`src/rtl/timx_pkg.sv`:
```
// Shared definitions for the TIMx APB initiator: FSM encoding, timer register
// map and a small address helper.
package timx_pkg;

    // FSM state encoding
    localparam logic [1:0] ST_IDLE   = 2'd0;
    localparam logic [1:0] ST_SETUP  = 2'd1;
    localparam logic [1:0] ST_ACCESS = 2'd2;
    localparam logic [1:0] ST_RESP   = 2'd3;

    // TIMx register byte offsets
    localparam logic [15:0] ADDR_CR1   = 16'h0000;
    localparam logic [15:0] ADDR_SMCR  = 16'h0008;
    localparam logic [15:0] ADDR_DIER  = 16'h000C;
    localparam logic [15:0] ADDR_SR    = 16'h0010;
    localparam logic [15:0] ADDR_CCMR1 = 16'h0018;
    localparam logic [15:0] ADDR_CCER  = 16'h0020;
    localparam logic [15:0] ADDR_ARR   = 16'h002C;

    // Registers are 32-bit; only word-aligned byte addresses reach the bus.
    function automatic logic addr_aligned(input logic [15:0] addr);
        return (addr[1:0] == 2'b00);
    endfunction

endpackage

```
`src/rtl/timx_apb_master.sv`:
```
// APB initiator that turns single command/response handshakes into APB
// SETUP/ACCESS transfers towards a TIMx peripheral, with a bounded wait for
// pready and rejection of misaligned addresses. Every output is a flop.
module timx_apb_master
    import timx_pkg::*;
#(
    parameter int TIMEOUT_CYCLES = 255
) (
    input  logic        apb_clk,
    input  logic        apb_rst_n,
    input  logic        cmd_valid,
    output logic        cmd_ready,
    input  logic        cmd_write,
    input  logic [15:0] cmd_addr,
    input  logic [31:0] cmd_wdata,
    output logic        rsp_valid,
    input  logic        rsp_ready,
    output logic [31:0] rsp_rdata,
    output logic        rsp_err,
    output logic        rsp_timeout,
    output logic        timx_psel,
    output logic        timx_penable,
    output logic        timx_pwrite,
    output logic [15:0] timx_paddr,
    output logic [31:0] timx_pwdata,
    input  logic [31:0] timx_prdata,
    input  logic        timx_pready,
    input  logic        timx_pslverr
);

    localparam int WAIT_W = $clog2(TIMEOUT_CYCLES + 1);
    localparam logic [WAIT_W-1:0] WAIT_LIMIT = WAIT_W'(TIMEOUT_CYCLES);
    localparam logic [WAIT_W-1:0] WAIT_ONE   = WAIT_W'(1);

    logic [1:0]        state_q,       state_d;
    logic [WAIT_W-1:0] wait_q,        wait_d;
    logic              cmd_ready_q,   cmd_ready_d;
    logic              rsp_valid_q,   rsp_valid_d;
    logic [31:0]       rsp_rdata_q,   rsp_rdata_d;
    logic              rsp_err_q,     rsp_err_d;
    logic              rsp_timeout_q, rsp_timeout_d;
    logic              psel_q,        psel_d;
    logic              penable_q,     penable_d;
    logic              pwrite_q,      pwrite_d;
    logic [15:0]       paddr_q,       paddr_d;
    logic [31:0]       pwdata_q,      pwdata_d;
    logic [WAIT_W-1:0] wait_inc_s;

    // Next-state and next-output computation for the transfer FSM
    always_comb begin
        state_d       = state_q;
        wait_d        = wait_q;
        cmd_ready_d   = cmd_ready_q;
        rsp_valid_d   = rsp_valid_q;
        rsp_rdata_d   = rsp_rdata_q;
        rsp_err_d     = rsp_err_q;
        rsp_timeout_d = rsp_timeout_q;
        psel_d        = psel_q;
        penable_d     = penable_q;
        pwrite_d      = pwrite_q;
        paddr_d       = paddr_q;
        pwdata_d      = pwdata_q;
        wait_inc_s    = wait_q + WAIT_ONE;

        case (state_q)
            ST_IDLE: begin
                if (cmd_valid && cmd_ready_q) begin
                    cmd_ready_d = 1'b0;
                    if (addr_aligned(cmd_addr)) begin
                        // Latch the command and start the APB setup phase
                        pwrite_d  = cmd_write;
                        paddr_d   = cmd_addr;
                        pwdata_d  = cmd_wdata;
                        psel_d    = 1'b1;
                        penable_d = 1'b0;
                        wait_d    = '0;
                        state_d   = ST_SETUP;
                    end else begin
                        // Misaligned: answer with an error without touching the bus
                        rsp_valid_d   = 1'b1;
                        rsp_err_d     = 1'b1;
                        rsp_timeout_d = 1'b0;
                        rsp_rdata_d   = 32'h0000_0000;
                        state_d       = ST_RESP;
                    end
                end else begin
                    // Readiness appears one cycle after reset release
                    cmd_ready_d = 1'b1;
                    state_d     = ST_IDLE;
                end
            end

            ST_SETUP: begin
                penable_d = 1'b1;
                state_d   = ST_ACCESS;
            end

            ST_ACCESS: begin
                if (timx_pready) begin
                    psel_d        = 1'b0;
                    penable_d     = 1'b0;
                    rsp_rdata_d   = pwrite_q ? 32'h0000_0000 : timx_prdata;
                    rsp_err_d     = timx_pslverr;
                    rsp_timeout_d = 1'b0;
                    rsp_valid_d   = 1'b1;
                    state_d       = ST_RESP;
                end else if (wait_inc_s == WAIT_LIMIT) begin
                    // Slave stalled for the full budget: drop the bus and report
                    wait_d        = wait_inc_s;
                    psel_d        = 1'b0;
                    penable_d     = 1'b0;
                    rsp_rdata_d   = 32'h0000_0000;
                    rsp_err_d     = 1'b1;
                    rsp_timeout_d = 1'b1;
                    rsp_valid_d   = 1'b1;
                    state_d       = ST_RESP;
                end else begin
                    wait_d  = wait_inc_s;
                    state_d = ST_ACCESS;
                end
            end

            ST_RESP: begin
                if (rsp_ready) begin
                    rsp_valid_d = 1'b0;
                    cmd_ready_d = 1'b1;
                    state_d     = ST_IDLE;
                end else begin
                    state_d = ST_RESP;
                end
            end

            default: begin
                // Unreachable encoding: recover to a quiet idle bus
                state_d     = ST_IDLE;
                psel_d      = 1'b0;
                penable_d   = 1'b0;
                rsp_valid_d = 1'b0;
                cmd_ready_d = 1'b0;
            end
        endcase
    end

    // State and output registers with synchronous active-low reset
    always_ff @(posedge apb_clk) begin
        if (!apb_rst_n) begin
            state_q       <= ST_IDLE;
            wait_q        <= '0;
            cmd_ready_q   <= 1'b0;
            rsp_valid_q   <= 1'b0;
            rsp_rdata_q   <= 32'h0000_0000;
            rsp_err_q     <= 1'b0;
            rsp_timeout_q <= 1'b0;
            psel_q        <= 1'b0;
            penable_q     <= 1'b0;
            pwrite_q      <= 1'b0;
            paddr_q       <= 16'h0000;
            pwdata_q      <= 32'h0000_0000;
        end else begin
            state_q       <= state_d;
            wait_q        <= wait_d;
            cmd_ready_q   <= cmd_ready_d;
            rsp_valid_q   <= rsp_valid_d;
            rsp_rdata_q   <= rsp_rdata_d;
            rsp_err_q     <= rsp_err_d;
            rsp_timeout_q <= rsp_timeout_d;
            psel_q        <= psel_d;
            penable_q     <= penable_d;
            pwrite_q      <= pwrite_d;
            paddr_q       <= paddr_d;
            pwdata_q      <= pwdata_d;
        end
    end

    assign cmd_ready    = cmd_ready_q;
    assign rsp_valid    = rsp_valid_q;
    assign rsp_rdata    = rsp_rdata_q;
    assign rsp_err      = rsp_err_q;
    assign rsp_timeout  = rsp_timeout_q;
    assign timx_psel    = psel_q;
    assign timx_penable = penable_q;
    assign timx_pwrite  = pwrite_q;
    assign timx_paddr   = paddr_q;
    assign timx_pwdata  = pwdata_q;

endmodule

```
`config.mk`:
```
export PLATFORM = sky130hd
export DESIGN_NAME = timx_apb_master
export DESIGN_NICKNAME = d
export VERILOG_FILES = /design/src/rtl/timx_pkg.sv /design/src/rtl/timx_apb_master.sv
export SDC_FILE = /design/constraint.sdc
export NUM_CORES = 1
export LEC_CHECK = 0
export ABC_AREA = 1
export BUFFER_PORTS_ARGS = -buffer_cell sky130_fd_sc_hd__buf_2
export CAP_MARGIN = 5
export CORE_MARGIN = 5
export CORE_UTILIZATION = 48
export CTS_CLUSTER_DIAMETER = 60
export DETAILED_ROUTE_END_ITERATION = 12
export PLACE_DENSITY = 0.77
export SYNTH_ARGS = -nofsm -noshare
export SYNTH_HDL_FRONTEND = slang
export SYNTH_SLANG_ARGS = --single-unit
```
`constraint.sdc`:
```
create_clock -name apb_clk -period 2.4 [get_ports apb_clk]
set_input_delay 0.36 -clock apb_clk [delete_from_list [all_inputs] [get_ports apb_clk]]
set_output_delay 0.36 -clock apb_clk [all_outputs]
set_load 0.005 [all_outputs]
```
## Word level (Yosys, flattened, before mapping)

Index checks and enable logic that the tools add are counted.

- Multiplexer cells: 39
- Reductions and logical operators: 14
- Eq/ne operators: 10
- Add/sub/neg operators: 1

Operator list:

| cell | count |
|---|---|
| $mux W32 | 5 |
| $pmux W32 S2 | 1 |
| $mux W8 | 3 |
| $mux W1 | 19 |
| $pmux W8 S2 | 1 |
| $reduce_and A4 Y1 | 4 |
| $ne A2 B2 Y1 const B | 5 |
| $add A8 B1 Y8 const B | 1 |
| $eq A8 B8 Y1 const B | 1 |
| $pmux W1 S2 | 4 |
| $pmux W2 S4 | 1 |
| $mux W2 | 3 |
| $pmux W1 S3 | 2 |
| $reduce_bool A3 Y1 | 2 |
| $reduce_and A5 Y1 | 1 |
| $eq A2 B2 Y1 const B | 2 |
| $logic_not A2 Y1 | 2 |
| $reduce_bool A2 Y1 | 2 |
| $ne A3 B3 Y1 const B | 1 |
| $reduce_and A3 Y1 | 1 |
| $eq A2 B1 Y1 const B | 1 |
| $reduce_and A2 Y1 | 1 |
| $logic_and A1 B1 Y1 | 1 |

- Flip-flop bits (word level): 97
- Word-level logic and storage cells: 76

## Logic depth before layout (Yosys ltp)

- Depth in word-level cells: 5
- Mapped depth: 14
- Depth with buffers taken out: 13

## Worst setup path before layout

No wires, ideal clock.

- Path kind: register to register
- Start point: register wait_q[1]
- End point: register rsp_rdata_q[13] (netlist: rsp_rdata[13])
- Cell stages (with the launch flop): 12
- Data required time: 2.287 ns
- Setup slack: 0.653 ns
- Period minus slack after synthesis: 1.747 ns
- Arrival: 1.634 ns
- Cells stage by stage: dfxtp_1 -> ha_1 -> nand3_1 -> o21bai_1 -> nand2_1 -> nor2_1 -> nand2_1 -> nand2_4 -> nand3_4 -> buf_4 -> nor2_1 -> nor2_1

- Word-level cells in the longest chain between the ends: 4

Ends and longest elaborated chain:

| element | RTL line | source |
|---|---|---|
| start: declaration | timx_apb_master.sv:36 | `logic [WAIT_W-1:0] wait_q, wait_d;` |
| start signal: assignment | timx_apb_master.sv:161 | `wait_q <= wait_d;` |
| $add A8 B1 Y8 | timx_apb_master.sv:63 | `wait_inc_s = wait_q + WAIT_ONE;` |
| $eq A8 B8 Y1 | timx_apb_master.sv:107 | `end else if (wait_inc_s == WAIT_LIMIT) begin` |
| $ne A3 B3 Y1 (no source line) | n/a |  |
| $reduce_and A4 Y1 (no source line) | n/a |  |
| end signal: assignment | timx_apb_master.sv:164 | `rsp_rdata_q <= rsp_rdata_d;` |
| end: declaration | timx_apb_master.sv:39 | `logic [31:0] rsp_rdata_q, rsp_rdata_d;` |

No other way between the ends.
A chain may end at the register's enable or synchronous reset.

## Worst setup path in the final report

Ends and elaborated chain as after synthesis.

==> metrics <==
global placer's final weighted congestion 0.866; Final period util 86.0%; P_int 2.61 mW; clock skew 12.4 ps; Worst Setup End Kind register; diode count 0; Final ANT Viol Nets 0; crit path DAT 2340 ps; Critical Path RT 2670 ps; Fin. Hold Viols 0; WL final 10.8 mm; I/O Buffers 173; post-synth cell types 25; DP HPWL 8.09 mm; Boundary Pins 174; YS warnings 0; placed cell count 867; Period minus WS final 2060 ps; crit start category register; number of remaining DRC errors 0; FF+latch count, synth 97; headroom to the max-slew limit 68.6%; largest net degree at the start of global routing 51; die width 103 µm; Switching Share 30.2%; fillcell total 766; WL per Instance 12.2 µm; Vias 4094; Clock Path Buffers 2; fraction of layout cells with a size suffix above 1 26.9%; Crit Path Class reg2reg; Critical Path End rsp_rdata[13]; P_sw 1.13 mW; r2r worst-path depth 12; TritonCTS clock tree yes; Seq/Total Area, Yosys 47.1%; nets 865; non-filler cells in the finished layout 886; worst slew pin tran 472 ps; met3 wire len 1.20 mm; Synth Net Count 701; std cell rows 33; CTS sink count 97; grt ovf 0; drt via density 4.62; overall power 3.74 mW; CP most frequent cell nand2_1; synthesized area 4120 µm²; Max Freq 0.485 GHz; slowest CP cell dfxtp_1; Combinational Power Share 22.9%; pwr/cell area 707 nW/µm²; die height 103 µm; Skew-Pair Late Insertion Delay 340 ps; DR iter-0 viols 169; total negative slack 0 ps; average cell area after synthesis 6.74 µm²; worst r2r dst rsp_rdata[13]; global router's overall resource usage 20.2%; Initial Utilization 49.7%; cts hold-fix bufs 0; R2R Path Start wait_q[1]; sequential power share 49.2%; CTS clk-pin slew, worst paths 100 ps; CP peak stage delay 420 ps; root buf cell clkbuf_8; Clock Power Share 27.9%; cts bufs inserted 9; vias in the first global route 3917; Layout area overhead 28.2%; # setup viols final 0; VDD IR-drop max 0.349 mV; M1 WL 4.38 mm; die area 10500 µm²; leakage power 2.76 nW; Worst Setup SP wait_q[1]; hold path cells 3; final slew viol count 0; initial antenna violation count 0; wire length on met2 5.08 mm; first-pass GRT wire length 17.2 mm; Max-cap violations 0; Hold WC Path Type in2reg; RSZ-0062 raised after global routing no; DR top layer met4; TritonRoute pass-1 iters 4; number of H-tree levels 3; Cell Chain, Critical Path ha_2 -> nand3_1 -> o21bai_1 -> nand2_1 -> nor2_1 -> nand2_1 -> nand2_4 -> nand3_4 -> buf_12 -> nand2_1 -> nand2_1 -> nor2_1; area of the core 8300 µm²; outcome complete, no violations; Core Util, Final 63.7%; R2R setup slack 340 ps; Syn Inst Count 612; critical path fanouts, max 39
-- flip-flops by register name (all words and copies together), names as in the netlist --
name,flops
rsp_rdata,32
timx_pwdata,32
timx_paddr,16
wait_q,8
state_q,2
cmd_ready,1
rsp_err,1
rsp_timeout,1
rsp_valid,1
timx_penable,1
timx_psel,1
timx_pwrite,1
-- repair_timing --
action | CTS | global route
gates resized for setup | 0 | 1
buffers inserted | 0 | 3
setup endpoints to repair | 0 | 21
-- Yosys cell counts --
cell type	n	area [µm²]
nand2_1	212	796
a31oi_1	1	6.26
inv_1	81	304
nand3_4	1	17.5
buf_4	2	15.0
buf_2	8	40.0
clkinv_1	1	3.75
buf_6	3	33.8
nand2_4	1	11.3
nand3_2	1	10.0
or2_2	1	6.26
nor2_2	2	12.5
a21oi_1	61	305
ha_1	2	25.0
o211ai_1	1	7.51
o21bai_1	2	15.0
nand2_2	1	6.26
nand3_1	12	60.1
a31o_2	1	8.76
o21ai_0	4	20.0
nor2_1	83	312
clkbuf_1	19	71.3
o31ai_1	1	7.51
nand4_1	14	87.6
dfxtp_1	97	1940
-- per-layer routing --
| metal | vias to the layer above | global-route usage (%) |
|---|---|---|
| met1 | 1762 | 23.2 |
| met4 | 0 | 7.06 |
| met2 | 137 | 34.1 |
| li1 | 2185 | - |
| met3 | 10 | 8.05 |
| met5 | - | 0 |
-- cells in the final DEF, fill, tap and decap left out, types with 3 or more instances in the layout --
master and n:
buf_12 3, nor2_1 83, o21ai_0 4, clkbuf_8 9
clkinvlp_4 3, buf_4 9, nand3_1 12, buf_2 173
nand4_1 14, nand2_1 212, inv_1 81, a21oi_1 61
dfxtp_1 97
-- worst min-delay path by stage --
stage,from,to
finish,cmd_wdata[21],timx_pwdata[21]
global route,cmd_wdata[19],timx_pwdata[19]
CTS,cmd_wdata[21],timx_pwdata[21]
detailed placement,timx_paddr[1],timx_paddr[1]
global placement,timx_paddr[1],timx_paddr[1]
floorplan,rsp_valid,rsp_valid
-- cells by family (layout without fill, tap and decap cells) --
family / after synthesis / in the layout / share of synthesized area (%)
buffers and inverters: 114 / 283 / 11.3
AOI/OAI and AO/OA: 71 / 71 / 8.98
adders and majority gates: 2 / 2 / 0.607
and+or+nand+nor: 328 / 328 / 32.0
DFF: 97 / 97 / 47.1
-- through the flow --
stage	hold WS, ps	instance area (µm²)	setup slack [ps]
detailed placement	444	5070	238
finish	252	5290	337
global route	232	5290	78.2
floorplan	442	4120	653
CTS	228	5260	213
global placement	441	5070	366
-- layout make-up --
type                    instances  area [µm²]  share of cell area, %
clock inverters                 6        66.3                   1.25
clock buffers                  10         128                   2.41
repair buffers                185         993                   18.8
multi-input cells             401        1720                   32.5
flip-flops and latches         97        1940                   36.7
inverters                      82         308                   5.82
well taps                     105         131                   2.49
-- power groups by stage --
stage / logic (mW) / clock network [mW] / registers, mW
4_1_cts: 0.848 / 1.07 / 1.84
3_3_place_gp: 0.822 / 0 / 1.87
6_report: 0.855 / 1.04 / 1.84
3_5_place_dp: 0.845 / 0 / 1.88
2_1_floorplan: 0.519 / 0 / 1.88
5_1_grt: 0.985 / 1.15 / 1.86
-- critical path: cells and delay by family, from the launching register on --
family / cells / cell delay (ps)
simple gates: 9 / 920
flops: 1 / 420
fa+ha+maj: 1 / 250
buf+inv: 1 / 200
compound gates: 1 / 180
Power figures use the tool's default switching activity.
